File: src/rtl/obi_pkg.sv
// Shared types and widths for the OBI arbiter slice.
// Latency: n/a (declarations only).
// Backpressure: n/a.
package obi_pkg;

    typedef enum logic [0:0] {
        ARB_IDLE = 1'b0,
        ARB_HOLD = 1'b1
    } arb_state_t;

    localparam int unsigned OBI_ATOP_W = 6;
    localparam int unsigned OBI_BE_W   = 4;

endpackage

File: src/rtl/obi_id_fifo.sv
// Small FIFO of requester IDs for granted-but-unanswered OBI transactions.
// Latency: push visible at head on the next cycle; head/full/empty/count are registered.
// Backpressure: push ignored when full, pop ignored when empty; caller gates on full/empty.
//
// Ports: clk/rst (sync active-high), push_i/push_dat_i write side,
//        pop_i read side, head_o oldest entry, full_o/empty_o/count_o occupancy.
module obi_id_fifo
    import obi_pkg::*;
#(
    parameter  int unsigned DEPTH = 2,
    parameter  int unsigned W     = 1,
    localparam int unsigned PTR_W = (DEPTH > 1) ? $clog2(DEPTH) : 1,
    localparam int unsigned CNT_W = $clog2(DEPTH + 1)
) (
    input  logic             clk,
    input  logic             rst,
    input  logic             push_i,
    input  logic [W-1:0]     push_dat_i,
    input  logic             pop_i,
    output logic [W-1:0]     head_o,
    output logic             full_o,
    output logic             empty_o,
    output logic [CNT_W-1:0] count_o
);

    logic [W-1:0]     mem_q [DEPTH];
    logic [PTR_W-1:0] wr_ptr_q, wr_ptr_d;
    logic [PTR_W-1:0] rd_ptr_q, rd_ptr_d;
    logic [CNT_W-1:0] cnt_q, cnt_d;
    logic             push_ok, pop_ok;

    // Explicit wrap so non-power-of-two depths (and DEPTH=1) also work.
    function automatic logic [PTR_W-1:0] ptr_inc(input logic [PTR_W-1:0] p);
        return (p == PTR_W'(DEPTH - 1)) ? '0 : p + 1'b1;
    endfunction

    assign full_o  = (cnt_q == CNT_W'(DEPTH));
    assign empty_o = (cnt_q == '0);
    assign count_o = cnt_q;
    assign head_o  = mem_q[rd_ptr_q];

    assign push_ok = push_i & ~full_o;
    assign pop_ok  = pop_i & ~empty_o;

    always_comb begin
        wr_ptr_d = push_ok ? ptr_inc(wr_ptr_q) : wr_ptr_q;
        rd_ptr_d = pop_ok  ? ptr_inc(rd_ptr_q) : rd_ptr_q;
        cnt_d    = cnt_q;
        case ({push_ok, pop_ok})
            2'b10:   cnt_d = cnt_q + CNT_W'(1);
            2'b01:   cnt_d = cnt_q - CNT_W'(1);
            default: cnt_d = cnt_q;
        endcase
    end

    always_ff @(posedge clk) begin
        if (rst) begin
            wr_ptr_q <= '0;
            rd_ptr_q <= '0;
            cnt_q    <= '0;
        end else begin
            wr_ptr_q <= wr_ptr_d;
            rd_ptr_q <= rd_ptr_d;
            cnt_q    <= cnt_d;
        end
    end

    // Storage needs no reset: an entry is only read after it was written.
    always_ff @(posedge clk) begin
        if (push_ok) begin
            mem_q[wr_ptr_q] <= push_dat_i;
        end
    end

endmodule

File: src/rtl/obi_arbiter.sv
// Round-robin arbiter sharing one OBI manager port between fetch (m0) and load/store (m1).
// Latency: zero-cycle combinational request, grant and response paths.
// Backpressure: selection locked until granted; requests blocked while MAX_OUTSTANDING are in flight.
//
// Ports: clk/rst (sync active-high); mN_* requester-side address and response phases;
//        obi_* shared memory-side address phase (req/addr/we/be/wdata/atop, gnt)
//        and response phase (rvalid/rdata/err).
module obi_arbiter
    import obi_pkg::*;
#(
    parameter int unsigned WIDTH           = 32,
    parameter int unsigned MAX_OUTSTANDING = 2
) (
    input  logic                  clk,
    input  logic                  rst,

    input  logic                  m0_req_i,
    output logic                  m0_gnt_o,
    input  logic [WIDTH-1:0]      m0_addr_i,
    input  logic                  m0_we_i,
    input  logic [OBI_BE_W-1:0]   m0_be_i,
    input  logic [WIDTH-1:0]      m0_wdata_i,
    input  logic [OBI_ATOP_W-1:0] m0_atop_i,
    output logic                  m0_rvalid_o,
    output logic [WIDTH-1:0]      m0_rdata_o,
    output logic                  m0_err_o,

    input  logic                  m1_req_i,
    output logic                  m1_gnt_o,
    input  logic [WIDTH-1:0]      m1_addr_i,
    input  logic                  m1_we_i,
    input  logic [OBI_BE_W-1:0]   m1_be_i,
    input  logic [WIDTH-1:0]      m1_wdata_i,
    input  logic [OBI_ATOP_W-1:0] m1_atop_i,
    output logic                  m1_rvalid_o,
    output logic [WIDTH-1:0]      m1_rdata_o,
    output logic                  m1_err_o,

    output logic                  obi_req_o,
    output logic [WIDTH-1:0]      obi_addr_o,
    output logic                  obi_we_o,
    output logic [OBI_BE_W-1:0]   obi_be_o,
    output logic [WIDTH-1:0]      obi_wdata_o,
    output logic [OBI_ATOP_W-1:0] obi_atop_o,
    input  logic                  obi_gnt_i,
    input  logic                  obi_rvalid_i,
    input  logic [WIDTH-1:0]      obi_rdata_i,
    input  logic                  obi_err_i
);

    localparam int unsigned CNT_W = $clog2(MAX_OUTSTANDING + 1);

    arb_state_t state_q, state_d;
    logic       sel_q, sel_d;     // requester locked while in ARB_HOLD
    logic       prio_q, prio_d;   // favoured requester on a tie
    logic       sel;
    logic       sel_req;
    logic       handshake;
    logic       resp_vld;

    logic             fifo_head;
    logic             fifo_full;
    logic             fifo_empty;
    logic [CNT_W-1:0] fifo_cnt_unused; // occupancy already covered by full/empty; kept for debug

    // Selection and FSM. obi_req_o is gated by the registered full flag only,
    // so a response in this cycle never frees a slot for this cycle's request.
    always_comb begin
        state_d = state_q;
        sel_d   = sel_q;
        prio_d  = prio_q;
        sel     = sel_q;

        if (state_q == ARB_IDLE) begin
            if (m0_req_i && m1_req_i) begin
                sel = prio_q;
            end else begin
                sel = m1_req_i;
            end
        end

        sel_req   = sel ? m1_req_i : m0_req_i;
        obi_req_o = sel_req & ~fifo_full;
        handshake = obi_req_o & obi_gnt_i;

        case (state_q)
            ARB_IDLE: begin
                if (obi_req_o && !obi_gnt_i) begin
                    state_d = ARB_HOLD;
                    sel_d   = sel;
                end
            end
            ARB_HOLD: begin
                // Release on handshake, or if the locked requester withdraws.
                if (handshake || !sel_req) begin
                    state_d = ARB_IDLE;
                end
            end
            default: state_d = ARB_IDLE;
        endcase

        if (handshake) begin
            prio_d = ~sel;
        end
    end

    always_ff @(posedge clk) begin
        if (rst) begin
            state_q <= ARB_IDLE;
            sel_q   <= 1'b0;
            prio_q  <= 1'b1;
        end else begin
            state_q <= state_d;
            sel_q   <= sel_d;
            prio_q  <= prio_d;
        end
    end

    // Address phase: muxed from the selection, forced to zero when not requesting.
    always_comb begin
        obi_addr_o  = '0;
        obi_we_o    = 1'b0;
        obi_be_o    = '0;
        obi_wdata_o = '0;
        obi_atop_o  = '0;
        if (obi_req_o) begin
            obi_addr_o  = sel ? m1_addr_i  : m0_addr_i;
            obi_we_o    = sel ? m1_we_i    : m0_we_i;
            obi_be_o    = sel ? m1_be_i    : m0_be_i;
            obi_wdata_o = sel ? m1_wdata_i : m0_wdata_i;
            obi_atop_o  = sel ? m1_atop_i  : m0_atop_i;
        end
    end

    assign m0_gnt_o = handshake & ~sel;
    assign m1_gnt_o = handshake &  sel;

    // Responses are in order; unexpected ones (nothing outstanding) are dropped.
    assign resp_vld    = obi_rvalid_i & ~fifo_empty;
    assign m0_rvalid_o = resp_vld & ~fifo_head;
    assign m1_rvalid_o = resp_vld &  fifo_head;
    assign m0_rdata_o  = m0_rvalid_o ? obi_rdata_i : '0;
    assign m1_rdata_o  = m1_rvalid_o ? obi_rdata_i : '0;
    assign m0_err_o    = m0_rvalid_o & obi_err_i;
    assign m1_err_o    = m1_rvalid_o & obi_err_i;

    obi_id_fifo #(
        .DEPTH (MAX_OUTSTANDING),
        .W     (1)
    ) u_id_fifo (
        .clk        (clk),
        .rst        (rst),
        .push_i     (handshake),
        .push_dat_i (sel),
        .pop_i      (resp_vld),
        .head_o     (fifo_head),
        .full_o     (fifo_full),
        .empty_o    (fifo_empty),
        .count_o    (fifo_cnt_unused)
    );

endmodule

File: config.mk
export PLATFORM = sky130hd
export DESIGN_NAME = obi_arbiter
export DESIGN_NICKNAME = d
export VERILOG_FILES = /design/src/rtl/obi_pkg.sv /design/src/rtl/obi_id_fifo.sv /design/src/rtl/obi_arbiter.sv
export SDC_FILE = /design/constraint.sdc
export NUM_CORES = 1
export LEC_CHECK = 0
export BUFFER_PORTS_ARGS = -buffer_cell sky130_fd_sc_hd__buf_4
export CORE_AREA = 2 2 128 130
export CTS_CLUSTER_SIZE = 30
export DETAILED_ROUTE_END_ITERATION = 7
export DIE_AREA = 0 0 130 132
export RECOVER_POWER = 25
export SYNTH_ARGS = -nofsm -noshare
export SYNTH_HDL_FRONTEND = slang
export SYNTH_SLANG_ARGS = --single-unit
File: constraint.sdc
create_clock -name clk -period 2.4 [get_ports clk]
set_clock_uncertainty 0.2 [all_clocks]
set_input_delay 0.12 -clock clk [delete_from_list [all_inputs] [get_ports clk]]
set_output_delay 0.12 -clock clk [all_outputs]
set_load 0.02 [all_outputs]
Yosys cells after proc, flatten, opt, wreduce, memory -nomap -nowiden:

Memories as Yosys holds them, arrays and structs flattened. A register that Yosys moved wholly into a read port is not among the register bits.
Cells that the tools add are included.

* add/subtract/negate cells: 4
* equal/unequal tests: 3
* muxes and demuxes: 25
* bitwise operators: 16
* reductions and logical operators: 8

Operators by type and width (count)
* $mux W32: 6
* $mux W1: 13
* $mux W6: 2
* $and A1 B1 Y1: 11
* $mux W4: 2
* $not A1 Y1: 5
* $eq A2 B2 Y1 const B: 2
* $pmux W2 S2: 1
* $add A1 B1 Y1 const B: 2
* $add A2 B1 Y2 const B: 1
* $eq A2 B1 Y1 const B: 1
* $logic_and A1 B1 Y1: 2
* $logic_not A1 Y1: 2
* $logic_not A2 Y1: 1
* $pmux W1 S2: 1
* $reduce_and A2 Y1: 1
* $reduce_bool A2 Y1: 1
* $sub A2 B1 Y2 const B: 1
* $logic_or A1 B1 Y1: 1

* flip-flop bits (word level): 7
* bits in writable memories: 2
* output and inout bits: 146
* logic and storage cells: 63
* memories kept: 1

Memories
* u_id_fifo.mem_q: depth 2, width 1, read ports 1, clocked after memory_dff 1, wr ports 1, RTL line obi_id_fifo.sv:26 `logic [W-1:0] mem_q [DEPTH];`

Longest topological paths before layout:

Gate-level depths: netlist of run 1.

* depth after elaboration: 9
* gate-level depth with buffers: 7

Hierarchy:

Synthesis of run 1 repeated with hierarchy kept, for this count alone.

* cells, all modules: 384
* area total of the unflattened synthesis: 2080.7 um^2

Modules (own cells, without submodules)
* obi_arbiter: instances 1, cells each 355, area each 1785.5 um^2, seq. area each 60.1 um^2
* obi_id_fifo: instances 1, cells each 29, area each 295.3 um^2, seq. area each 160.2 um^2

Worst setup path before layout of run 1:

No wires, ideal clock.

* path type: flip-flop to flip-flop
* start: register sel_q
* end: register u_id_fifo.cnt_q[1], in the netlist u_id_fifo.count_o[1]
* library setup time: 0.070 ns
* data arrival time: 1.755 ns
* required time: 2.130 ns
* setup slack: 0.375 ns
* cell stages (with the launch flop): 7
* buffers on the path: 1
* period minus slack after synthesis: 2.025 ns
* path through: dfxtp_1 mux2i_1 a2111o_1 buf_2 ha_1 or3_1 a21oi_1

* longest elaborated chain between the ends: 7
* elaborated cells between the ends (all ways): 9
* those cells by class: eq/ne: 2; mux: 3; bitwise: 3; reduce/logical: 1

RTL lines
* start: declaration: RTL line obi_arbiter.sv:54 `logic sel_q, sel_d;`
* start signal: assignment: RTL line obi_arbiter.sv:114 `sel_q <= sel_d;`
* $mux W1 *: RTL line obi_arbiter.sv:74 `if (state_q == ARB_IDLE) begin`
* $mux W1 *: RTL line obi_arbiter.sv:82 `sel_req = sel ? m1_req_i : m0_req_i;`
* $and A1 B1 Y1 *: RTL line obi_arbiter.sv:83 `obi_req_o = sel_req & ~fifo_full;`
* $and A1 B1 Y1 *: RTL line obi_arbiter.sv:84 `handshake = obi_req_o & obi_gnt_i;`
* $and A1 B1 Y1 *: RTL line obi_id_fifo.sv:42 `assign push_ok = push_i & ~full_o;`
* $eq A2 B1 Y1 / $eq A2 B2 Y1 (equally long branches): RTL line obi_id_fifo.sv:49 `case ({push_ok, pop_ok})`
* $pmux W2 S2 / $reduce_bool A2 Y1 (equally long branches)
* end signal: assignment: RTL line obi_id_fifo.sv:64 `cnt_q <= cnt_d;`
* end: declaration: RTL line obi_id_fifo.sv:29 `logic [CNT_W-1:0] cnt_q, cnt_d;`

Every way passes the cells marked *; elsewhere a longest branch is shown, timed or not.
A chain may end at the register's enable or synchronous reset.

Worst setup path after layout of run 1:

* start: input port m1_req_i
* end: output port obi_we_o

* longest elaborated chain between the ends: 6
* elaborated cells between the ends (all ways): 7
* those cells by class: mux: 5; bitwise: 1; reduce/logical: 1

RTL lines
* start: declaration: RTL line obi_arbiter.sv:28 `input logic m1_req_i,`
* $logic_and A1 B1 Y1: RTL line obi_arbiter.sv:75 `if (m0_req_i && m1_req_i) begin`
* $mux W1: RTL line obi_arbiter.sv:75
* $mux W1: RTL line obi_arbiter.sv:74
* $mux W1: RTL line obi_arbiter.sv:82
* $and A1 B1 Y1: RTL line obi_arbiter.sv:83
* $mux W1 *: RTL line obi_arbiter.sv:126 `if (obi_req_o) begin`
* end: declaration: RTL line obi_arbiter.sv:41 `output logic obi_we_o,`

Marks and branches as above.

==> results.md, run 1 <==
* Post-detailed-route DRC marker count at 0
* Share of cells above drive strength 1 at 0.522
* Filler Cell Count at about 1700
* Area growth from synthesis to layout at 128%
* Syn avg cell area at about 5.7 sq um
* Initial DRT Pass Iterations at 4
* Leading post-synthesis cells by cell area: nand2_1 (26%), and2_1 (19%), a21oi_2 (16%)
* R2R depth at 5
* Setup tns final at 0 ns
* CTS H-tree depth at 1
* Total power at 3070 uW
* Combinational share of power at 0.824
* Root Buffer Master: clkbuf_16
* Buffers added on ports at about 330
* Num CTS Buffers at 3
* DRT Wirelength at ~11 mm
* Vias in the first global route at 3342
* ANT cells at 0
* Number of placed instances, taps included at 904
* Yosys reg bits at 10
* Crit path DAT at ~2.0 ns
* Leakage at around 0.0025 uW
* Yosys top cell area share at 0.262
* Mapped Cells at 378
* Hold-critical path depth at 3
* Reg2Reg Setup Slack at 0.28 ns
* Row count at 46
* Initial cell density of the core at 0.138
* Setup bufs post-CTS at 0
* I/O pin count at 335
* Internal power at between 1500 and 2000 uW
* Total number of vias at approximately 3500
* Unrepaired setup endpoints after global routing: false
* Most used cell along the critical path: buf_4
* Total net switching power at approximately 1500 uW
* 1st-iter DRT viols at about 190
* Critical Path Max Stage Delay at 0.54 ns
* Worst Hold Class: input pin to register
* MaxCap Viol Count at 0
* Fin crit share at 0.959
* Final setup violation count at 0
* Clock Sinks at 10
* Final HPWL DP at between 9 and 10 mm
* Routability congestion estimate from global placement at ~0.79
* Min-Delay Startpoint: obi_gnt_i
* Post-synthesis cell type count at 28
* Slew Limit Fails at 0
* Max FO, Critical Path at 55
* DRT antenna net count at 0
* Final std cells w/o fill at approximately 900
* Initial antenna violation count at 0
* Synth Cell Area at 2170 sq um
* Die width at ~130 um
* Critical path's slowest cell: dlygate4sd3_1
* Via density at slightly below 4
* Worst Hold Path EP: sel_q
* Endpoints failing hold at 0
* Die area at 17200 sq um
* Worst setup EP type: output pin
* Drt wl/cell at between 10 and 15 um
* Switching share of power at 0.503
* Synth warn at 0
* Clock Latency Late Sink at between 0.2 and 0.25 ns
* Worst Setup Slack, final at 0.0984 ns
* Critical path's top delay family: buffers and inverters
* Tmin final at about 2.3 ns
* Register share of total power at 0.080
* CTS tree: done
* Pin count of the biggest net entering global routing at between 50 and 60
* DP Worst Slack at between 0.2 and 0.3 ns
* Seq/Total Area, Yosys at 0.102
* Buffers & Inverters on Critical Path at 4
* CTS clk-pin slew, worst paths at ~0.040 ns
* Power Dens Cells at approximately 620 nW/um^2
* Clk pwr share at 0.095
* Highest Clock Rate at approximately 430 MHz
* Slew @ Worst Pin at between 0.5 and 0.6 ns
* Peak VDD IR at 0.266 mV
* All-layer global routing usage at 0.115
* Status: completed
* Relative slew slack at 0.656
* Die extent in y at between 100 and 150 um
* Critical path type: input pin to output pin
* Synth area leader: nand2_1
* Syn nets at about 570
* GRT Residual Overflow at 0
* CP cell instances: dlygate4sd3_1 > buf_4 > nor2b_1 > a21boi_4 > buf_12 > nand2_1 > a21oi_1 > buf_4
* Nature of the critical path startpoint: input pin
* Maximum root-to-sink buffer count at 2
* Critical path required time at about 2.1 ns
* NumNets Final at about 890
* Core box area at between 15000 and 20000 sq um
* Global-route wire length before repair at approximately 16 mm
* Critical R2R Launch: sel_q
* Reg2reg end: u_id_fifo.count_o[1]
[sequential cells by signal, summed over array words and instances, names as in the netlist, named ones only]
name	flops
u_id_fifo.rd_ptr_q	1
prio_q	1
u_id_fifo.wr_ptr_q	1
u_id_fifo.mem_q	2
sel_q	1
state_q	1
u_id_fifo.count_o	2
[cell families after synthesis]
family / after synthesis / share of synthesized area
flops: 10 / 0.102
xor+xnor: 4 / 0.0162
compound gates: 85 / 0.273
fa+ha+maj: 1 / 0.00578
simple gates: 237 / 0.499
mux: 3 / 0.0139
buf+inv: 38 / 0.0907
[cell usage after synthesis (all sizes together)]
library cell  count
nand2           151
a21oi            79
and2             66
buf              19
clkbuf           14
nor2             10
dfxtp             8
inv               5
mux2i             3
nor2b             3
edfxtp            2
nor3b             2
o21ai             2
or3               2
xnor2             2
xor2              2
a2111o            1
a211o             1
a21boi            1
ha                1
nand2b            1
nand3             1
nor3              1
o41ai             1
[worst min-delay path, delay by kind of cell]
| family | cells | cell delay [ns] |
|---|---|---|
| buffers and inverters | 1 | 0.09 |
| AO/OA/AOI/OAI | 2 | 0.20 |
[area by class of cell]
| class | count | area (sq um) | share of cell area |
|---|---|---|---|
| repair buffers | 347 | 2590 | 0.524 |
| multi-input cells | 330 | 1760 | 0.356 |
| well taps | 216 | 270 | 0.0547 |
| flip-flops and latches | 10 | 220 | 0.0446 |
| clock buffers | 4 | 78.8 | 0.0159 |
| inverters | 5 | 21.3 | 0.00430 |
[routing by layer]
| layer | vias to the layer above | GRT usage | wire, um |
|---|---|---|---|
| li1 | 1837 | - | - |
| met4 | 0 | 0.0251 | 191 |
| met5 | - | 0 | 0 |
| met1 | 1505 | 0.134 | 4410 |
| met2 | 184 | 0.217 | 5690 |
| met3 | 14 | 0.0179 | 1050 |
[cells in the final DEF, fill, tap and decap left out, types with 3 or more instances in the layout]
cell	count
dfxtp_1	8
nor2b_1	3
buf_4	310
mux2i_1	3
dlygate4sd3_1	3
nor2_1	10
buf_12	5
clkbuf_16	4
and2_0	4
a21oi_2	39
and2_1	62
clkbuf_1	27
nand2_1	151
a21oi_1	40
inv_1	4
[through the flow]
stage / cell area (sq um) / hold WS (ns) / utilization
floorplan: 2170 / 0.0676 / -
global placement: 4910 / 0.157 / 0.312
detailed placement: 4910 / 0.161 / 0.312
CTS: 5020 / 0.0192 / 0.319
global route: 4940 / 0.0568 / 0.315
finish: 4940 / 0.0282 / 0.315
[worst max path at each step]
stage                           end  cells after the start  startpoint
6_report                   obi_we_o                      8    m1_req_i
5_1_grt                    obi_we_o                      8    m1_req_i
4_1_cts                    obi_we_o                      9    m1_req_i
3_5_place_dp   u_id_fifo.count_o[1]                      5       sel_q
3_3_place_gp   u_id_fifo.count_o[1]                      5       sel_q
2_1_floorplan  u_id_fifo.count_o[1]                      6       sel_q
[repair_timing]
item / in CTS / in global routing
hold buffers: 3 / 0
resized for setup: 0 / 1
endpoints found under the hold margin: 8 / 0
setup endpoints to repair: 0 / 39
[power groups by stage]
stage | Combinational [uW] | Clock [uW] | Sequential, uW
after floorplan | 1460 | 0 | 243
after global placement | 2570 | 0 | 247
after detailed placement | 2570 | 0 | 249
after CTS | 2590 | 301 | 247
after global routing | 2720 | 309 | 253
final | 2530 | 293 | 247
Note: power is estimated with default switching activity, not from simulation.
==> run 2: changes to the inputs <==
==> constraint.sdc (replaced) <==
create_clock -name clk -period 2.4 [get_ports clk]
set_clock_uncertainty 0.2 [all_clocks]
set_input_delay 0.48 -clock clk [delete_from_list [all_inputs] [get_ports clk]]
set_output_delay 0.48 -clock clk [all_outputs]
set_load 0.02 [all_outputs]
==> results.md, run 2 (synthesized netlist as in run 1, its figures left out) <==
* Share of cells above drive strength 1 at 0.619 (was 0.522)
* Initial cell density of the core at 0.138 (unchanged)
* NumNets Final at 900 (was 887)
* Die width at 130 um (unchanged)
* Initial antenna violation count at 0 (unchanged)
* Routability congestion estimate from global placement at 0.811 (was 0.795)
* Leading cell type in the layout, fill and taps excluded: buf_4 (unchanged)
* Critical path type: register to output pin (was input pin to output pin)
* Reg area at 224 sq um (was 220 sq um)
* Crit path DAT at 1.74 ns (was 1.98 ns)
* 1st-iter DRT viols at 145 (was 186)
* Unrepaired setup endpoints after global routing: true (was false)
* Reg2Reg Setup Slack at 0.33 ns (was 0.28 ns)
* Slew Limit Fails at 0 (unchanged)
* Endpoints failing hold at 0 (unchanged)
* DRT Wirelength at 12.3 mm (was 11.3 mm)
* Highest Clock Rate at 414 MHz (was 434 MHz)
* Filler Cell Count at 1705 (was 1733)
* CTS clk-pin slew, worst paths at 0.04 ns (about the same)
* Buffers added on ports at 334 (unchanged)
* DRT antenna net count at 0 (unchanged)
* Setup tns final at -0.0197 ns (was 0 ns)
* Root Buffer Master: clkbuf_16 (unchanged)
* Total number of vias at 3727 (was 3540)
* Worst setup EP type: output pin (unchanged)
* Fin crit share at 1.01 (was 0.959)
* Slew @ Worst Pin at 0.351 ns (was 0.516 ns)
* Global-route wire length before repair at 17.0 mm (was 16.5 mm)
* Via density at 4.03 (was 3.88)
* Multi-input logic area at 1920 sq um (was 1760 sq um)
* Worst Hold Class: input pin to register (unchanged)
* Setup bufs post-CTS at 0 (unchanged)
* Num CTS Buffers at 3 (unchanged)
* Most frequent cells in the layout: buf_4 (327), nand2_1 (149), and2_1 (66) (was buf_4 (310), nand2_1 (151), and2_1 (62))
* Nature of the critical path startpoint: register (was input pin)
* Area growth from synthesis to layout at 153% (was 128%)
* I/O pin count at 335 (unchanged)
* Die extent in y at 132 um (unchanged)
* Worst Setup Slack, final at -0.0180 ns (was 0.0984 ns)
* Final HPWL DP at 9.35 mm (was 9.08 mm)
* Initial DRT Pass Iterations at 4 (unchanged)
* Core box area at 15700 sq um (unchanged)
* Peak VDD IR at 0.228 mV (was 0.266 mV)
* Critical path required time at 1.72 ns (was 2.08 ns)
* Tmin final at 2.42 ns (was 2.30 ns)
* GRT Residual Overflow at 0 (unchanged)
* Max FO, Critical Path at 14 (was 55)
* Leakage at 0.00280 uW (was 0.00253 uW)
* # hold bufs at CTS at 0 (was 3)
* Violated checks: setup timing
* Row count at 46 (unchanged)
* Die area at 17200 sq um (unchanged)
* Number of placed instances, taps included at 916 (was 904)
* All-layer global routing usage at 0.119 (was 0.115)
* CTS tree: done (unchanged)
* Clock Latency Late Sink at 0.24 ns (was 0.23 ns)
* Final setup violation count at 2 (was 0)
* CTS H-tree depth at 1 (unchanged)
* Clock Sinks at 10 (unchanged)
* Drt wl/cell at 13.3 um (was 12.4 um)
* Power Dens Cells at 639 nW/um^2 (was 621 nW/um^2)
* MaxCap Viol Count at 0 (unchanged)
* Status: complete, but fails checks (was completed)
* Final std cells w/o fill at 925 (was 912)
* Post-detailed-route DRC marker count at 0 (unchanged)
* Pin count of the biggest net entering global routing at 35 (was 56)
* ANT cells at 0 (unchanged)
* Maximum root-to-sink buffer count at 2 (unchanged)
* Vias in the first global route at 3480 (was 3342)
* Relative slew slack at 0.764 (was 0.656)
[run 2: changes by cell type in the layout (fill, tap and decap cells not counted), sizes merged]
cell / before / now
clkbuf: 33 / 7
clkinv: 0 / 1
dlygate4sd3: 3 / 0
buf: 315 / 356
[run 2: layout make-up]
cell class	instances	share of cell area
well taps	216	0.0493
clock inverters	1	0.000685
inverters	5	0.00343
repair buffers	360	0.541
flip-flops and latches	10	0.0409
multi-input cells	330	0.351
clock buffers	3	0.0137
[run 2: per-stage QoR]
stage          setup WS, ns  cell area, sq um  utilization  power, uW  hold slack [ns]
2_1_floorplan         0.106              2170            -       1700            0.227
3_3_place_gp        -0.0517              5010        0.319       2870            0.250
3_5_place_dp        -0.0642              5010        0.319       2880            0.257
4_1_cts             -0.0128              5150        0.328       3270            0.275
5_1_grt             -0.0538              5480        0.349       3700            0.293
6_report            -0.0180              5480        0.349       3500            0.271
[run 2: where the power goes]
part	switching, uW	leakage (uW)	internal [uW]
Sequential	29.6	0.0000856	220
Combinational	1590	0.00267	1360
Clock	79.0	0.0000385	219
Total	1700	0.00280	1800
[run 2: worst paths after layout]
check                         endpoint  cells past startpoint                 start
hold / removal                   sel_q                      2                   rst
hold reg to reg                 prio_q                      1                prio_q
setup / recovery        obi_wdata_o[6]                      5               state_q
setup reg to reg  u_id_fifo.count_o[1]                      6  u_id_fifo.count_o[1]
[run 2: metal layers]
layer  global-route usage  wire length [um]
met4               0.0221               132
met1                0.133              4900
met3               0.0179               972
met5                    0                 0
met2                0.234              6310
[run 2: worst max-delay path: stages (launching register included)]
cell and delay, ns:
dfxtp_2 0.33, nor3b_1 0.14, or3_4 0.49, clkbuf_16 0.23, a21oi_1 0.14, buf_4 0.16
[run 2: timing repair]
item | CTS | global route
endpoints found under the hold margin | 0 | 0
resized for setup | 9 | 58
gates cloned | 1 | 4
pin swaps | 1 | 2
endpoints found under the setup margin | 49 | 62
==> run 3: changes to the inputs <==
--- a/config.mk
+++ b/config.mk
@@ -6,10 +6,10 @@
 export NUM_CORES = 1
 export LEC_CHECK = 0
 export BUFFER_PORTS_ARGS = -buffer_cell sky130_fd_sc_hd__buf_4
-export CORE_AREA = 2 2 128 130
+export CORE_AREA = 2 2 131 133
 export CTS_CLUSTER_SIZE = 30
 export DETAILED_ROUTE_END_ITERATION = 7
-export DIE_AREA = 0 0 130 132
+export DIE_AREA = 0 0 133 135
 export RECOVER_POWER = 25
 export SYNTH_ARGS = -nofsm -noshare
 export SYNTH_HDL_FRONTEND = slang
==> constraint.sdc (replaced) <==
create_clock -name clk -period 1.9 [get_ports clk]
set_clock_uncertainty 0.2 [all_clocks]
set_input_delay 0.38 -clock clk [delete_from_list [all_inputs] [get_ports clk]]
set_output_delay 0.38 -clock clk [all_outputs]
set_load 0.02 [all_outputs]
==> results.md, run 3 (synthesized netlist as in run 1, its figures left out) <==
* Core box area at 16400 sq um (was 15700 sq um)
* Die extent in y at 135 um (was 132 um)
* CTS clk-pin slew, worst paths at 0.04 ns (about the same)
* Final std cells w/o fill at 956 (was 925)
* GRT Residual Overflow at 0 (unchanged)
* Unrepaired setup endpoints after global routing: true (unchanged)
* Initial DRT Pass Iterations at 4 (unchanged)
* Violated checks: setup timing (unchanged)
* Row count at 47 (was 46)
* Clk pwr share at 0.071 (was 0.085)
* All-layer global routing usage at 0.144 (was 0.119)
* Post-detailed-route DRC marker count at 0 (unchanged)
* Clock Latency Late Sink at 0.23 ns (was 0.24 ns)
* Placed Area at 5700 sq um (was 5010 sq um)
* Initial antenna violation count at 0 (unchanged)
* Vias in the first global route at 3966 (was 3480)
* Status: complete, but fails checks (unchanged)
* CTS tree: done (unchanged)
* Share of cells above drive strength 1 at 0.755 (was 0.619)
* NumNets Final at 927 (was 900)
* Tmin final at between 2 and 2.5 ns
* Die area at 18000 sq um (was 17200 sq um)
* Final HPWL DP at 10.2 mm (was 9.35 mm)
* Fin crit share at 1.22
* Leading cell type in the layout, fill and taps excluded: buf_4 (unchanged)
* Switching share of power at 0.456 (was 0.485)
* Area growth from synthesis to layout at 218% (was 153%)
* Total net switching power at 2650 uW (was 1700 uW)
* Total power at 5800 uW (was 3500 uW)
* MaxCap Viol Count at 0 (unchanged)
* Critical R2R Launch: state_q (was u_id_fifo.count_o[1])
* Worst Setup Slack, final at -0.414 ns (was -0.0180 ns)
* Worst setup EP type: output pin (unchanged)
* Crit path launch: state_q (unchanged)
* Clock Sinks at 10 (unchanged)
* Leakage at 0.00322 uW (was 0.00280 uW)
* DRT Wirelength at 14.6 mm (was 12.3 mm)
* Power Dens Cells at 842 nW/um^2 (was 639 nW/um^2)
* Relative slew slack at 0.801 (was 0.764)
* Endpoints failing hold at 0 (unchanged)
* Multi-input logic area at 2590 sq um (was 1920 sq um)
* Reg2reg end: u_id_fifo.count_o[1] (unchanged)
* Number of placed instances, taps included at 927 (was 916)
* Nature of the critical path startpoint: register (unchanged)
* Critical Path End: obi_wdata_o[7] (was obi_wdata_o[6])
* Final setup violation count at 148 (was 2)
* R2R depth at 7 (was 6)
* Total number of vias at 3812 (was 3727)
* Reg2Reg Setup Slack at -0.24 ns (was 0.33 ns)
* Max FO, Critical Path at 25 (was 14)
* CTS H-tree depth at 1 (unchanged)
* 1st-iter DRT viols at 116 (was 145)
* Final instance area at 6890 sq um (was 5480 sq um)
* Reg area at 230 sq um (was 224 sq um)
* Critical path required time at 1.32 ns (was 1.72 ns)
* Critical path type: register to output pin (unchanged)
* Num CTS Buffers at 3 (unchanged)
* Via density at 3.99 (was 4.03)
* Highest Clock Rate at approximately 430 MHz
* Die width at 133 um (was 130 um)
* Filler Cell Count at 1617 (was 1705)
* Combinational share of power at 0.874 (was 0.844)
* Slew @ Worst Pin at 0.295 ns (was 0.351 ns)
* Register share of total power at 0.055 (was 0.071)
* Root Buffer Master: clkbuf_16 (unchanged)
* ANT cells at 0 (unchanged)
* Maximum root-to-sink buffer count at 2 (unchanged)
* Worst hold slack at 0.176 ns (was 0.271 ns)
* DRT antenna net count at 0 (unchanged)
* Crit path DAT at 1.73 ns (was 1.74 ns)
* I/O pin count at 335 (unchanged)
* Slew Limit Fails at 0 (unchanged)
* Routability congestion estimate from global placement at 0.771 (was 0.811)
* Initial cell density of the core at 0.132 (was 0.138)
* Peak VDD IR at 0.666 mV (was 0.228 mV)
* Global-route wire length before repair at 21.0 mm (was 17.0 mm)
* Pin count of the biggest net entering global routing at 36 (was 35)
* Internal power at 3150 uW (was 1800 uW)
* Worst Hold Class: input pin to register (unchanged)
* Buffers added on ports at 334 (unchanged)
* Most frequent cells in the layout: buf_4 (250), nand2_1 (148), buf_6 (113) (was buf_4 (327), nand2_1 (149), and2_1 (66))
* Drt wl/cell at 15.2 um (was 13.3 um)
-- run 3: changes by cell type in the layout (fill, tap and decap cells not counted), sizes merged --
cell | previous run | this run
clkinv | 1 | 0
clkinvlp | 0 | 1
clkbuf | 7 | 5
inv | 5 | 4
buf | 356 | 386
-- run 3: metrics by stage --
step	util	setup slack, ns	TNS [ns]
final	0.420	-0.414	-46.42
after global routing	0.420	-0.482	-56.68
after detailed placement	0.348	-0.268	-20.49
after floorplan	-	-0.121	-7.20
after CTS	0.412	-0.443	-49.48
after global placement	0.348	-0.262	-19.70
-- run 3: area by class of cell --
class                   instances  area share
flip-flops and latches         10      0.0334
inverters                       5     0.00363
multi-input cells             330       0.375
repair buffers                387       0.535
well taps                     220      0.0400
clock buffers                   4      0.0129
-- run 3: power groups by stage --
stage	logic [uW]	clock network, uW	registers (uW)
6_report	5070	412	320
5_1_grt	5320	434	325
4_1_cts	4950	416	316
3_5_place_dp	3960	0	305
3_3_place_gp	3960	0	305
2_1_floorplan	2420	0	309
-- run 3: worst max-delay path, stage by stage, from the launching register on --
cell and delay (ns):
dfxtp_4 0.35, nor3b_1 0.13, or3_4 0.47, buf_12 0.23
a21oi_4 0.14, buf_4 0.15
-- run 3: routing by layer --
layer,global-route usage,vias up,wire [um]
met3,0.0210,6,809
met5,0,-,0
met2,0.272,151,7720
met1,0.178,1733,5970
met4,0.0125,0,65
li1,-,1922,-
-- run 3: timing repair --
action,in CTS,in global routing
gates resized for setup,183,44
endpoints found under the hold margin,0,0
pin swaps,53,23
endpoints found under the setup margin,147,150
setup buffers,12,6
cloned,9,2
hold buffers,0,0
-- run 3: worst min-delay path by stage --
stage | startpoint | cells after the start | end
6_report | rst | 2 | sel_q
5_1_grt | rst | 2 | sel_q
4_1_cts | rst | 2 | sel_q
3_5_place_dp | prio_q | 1 | prio_q
3_3_place_gp | prio_q | 1 | prio_q
2_1_floorplan | prio_q | 1 | prio_q
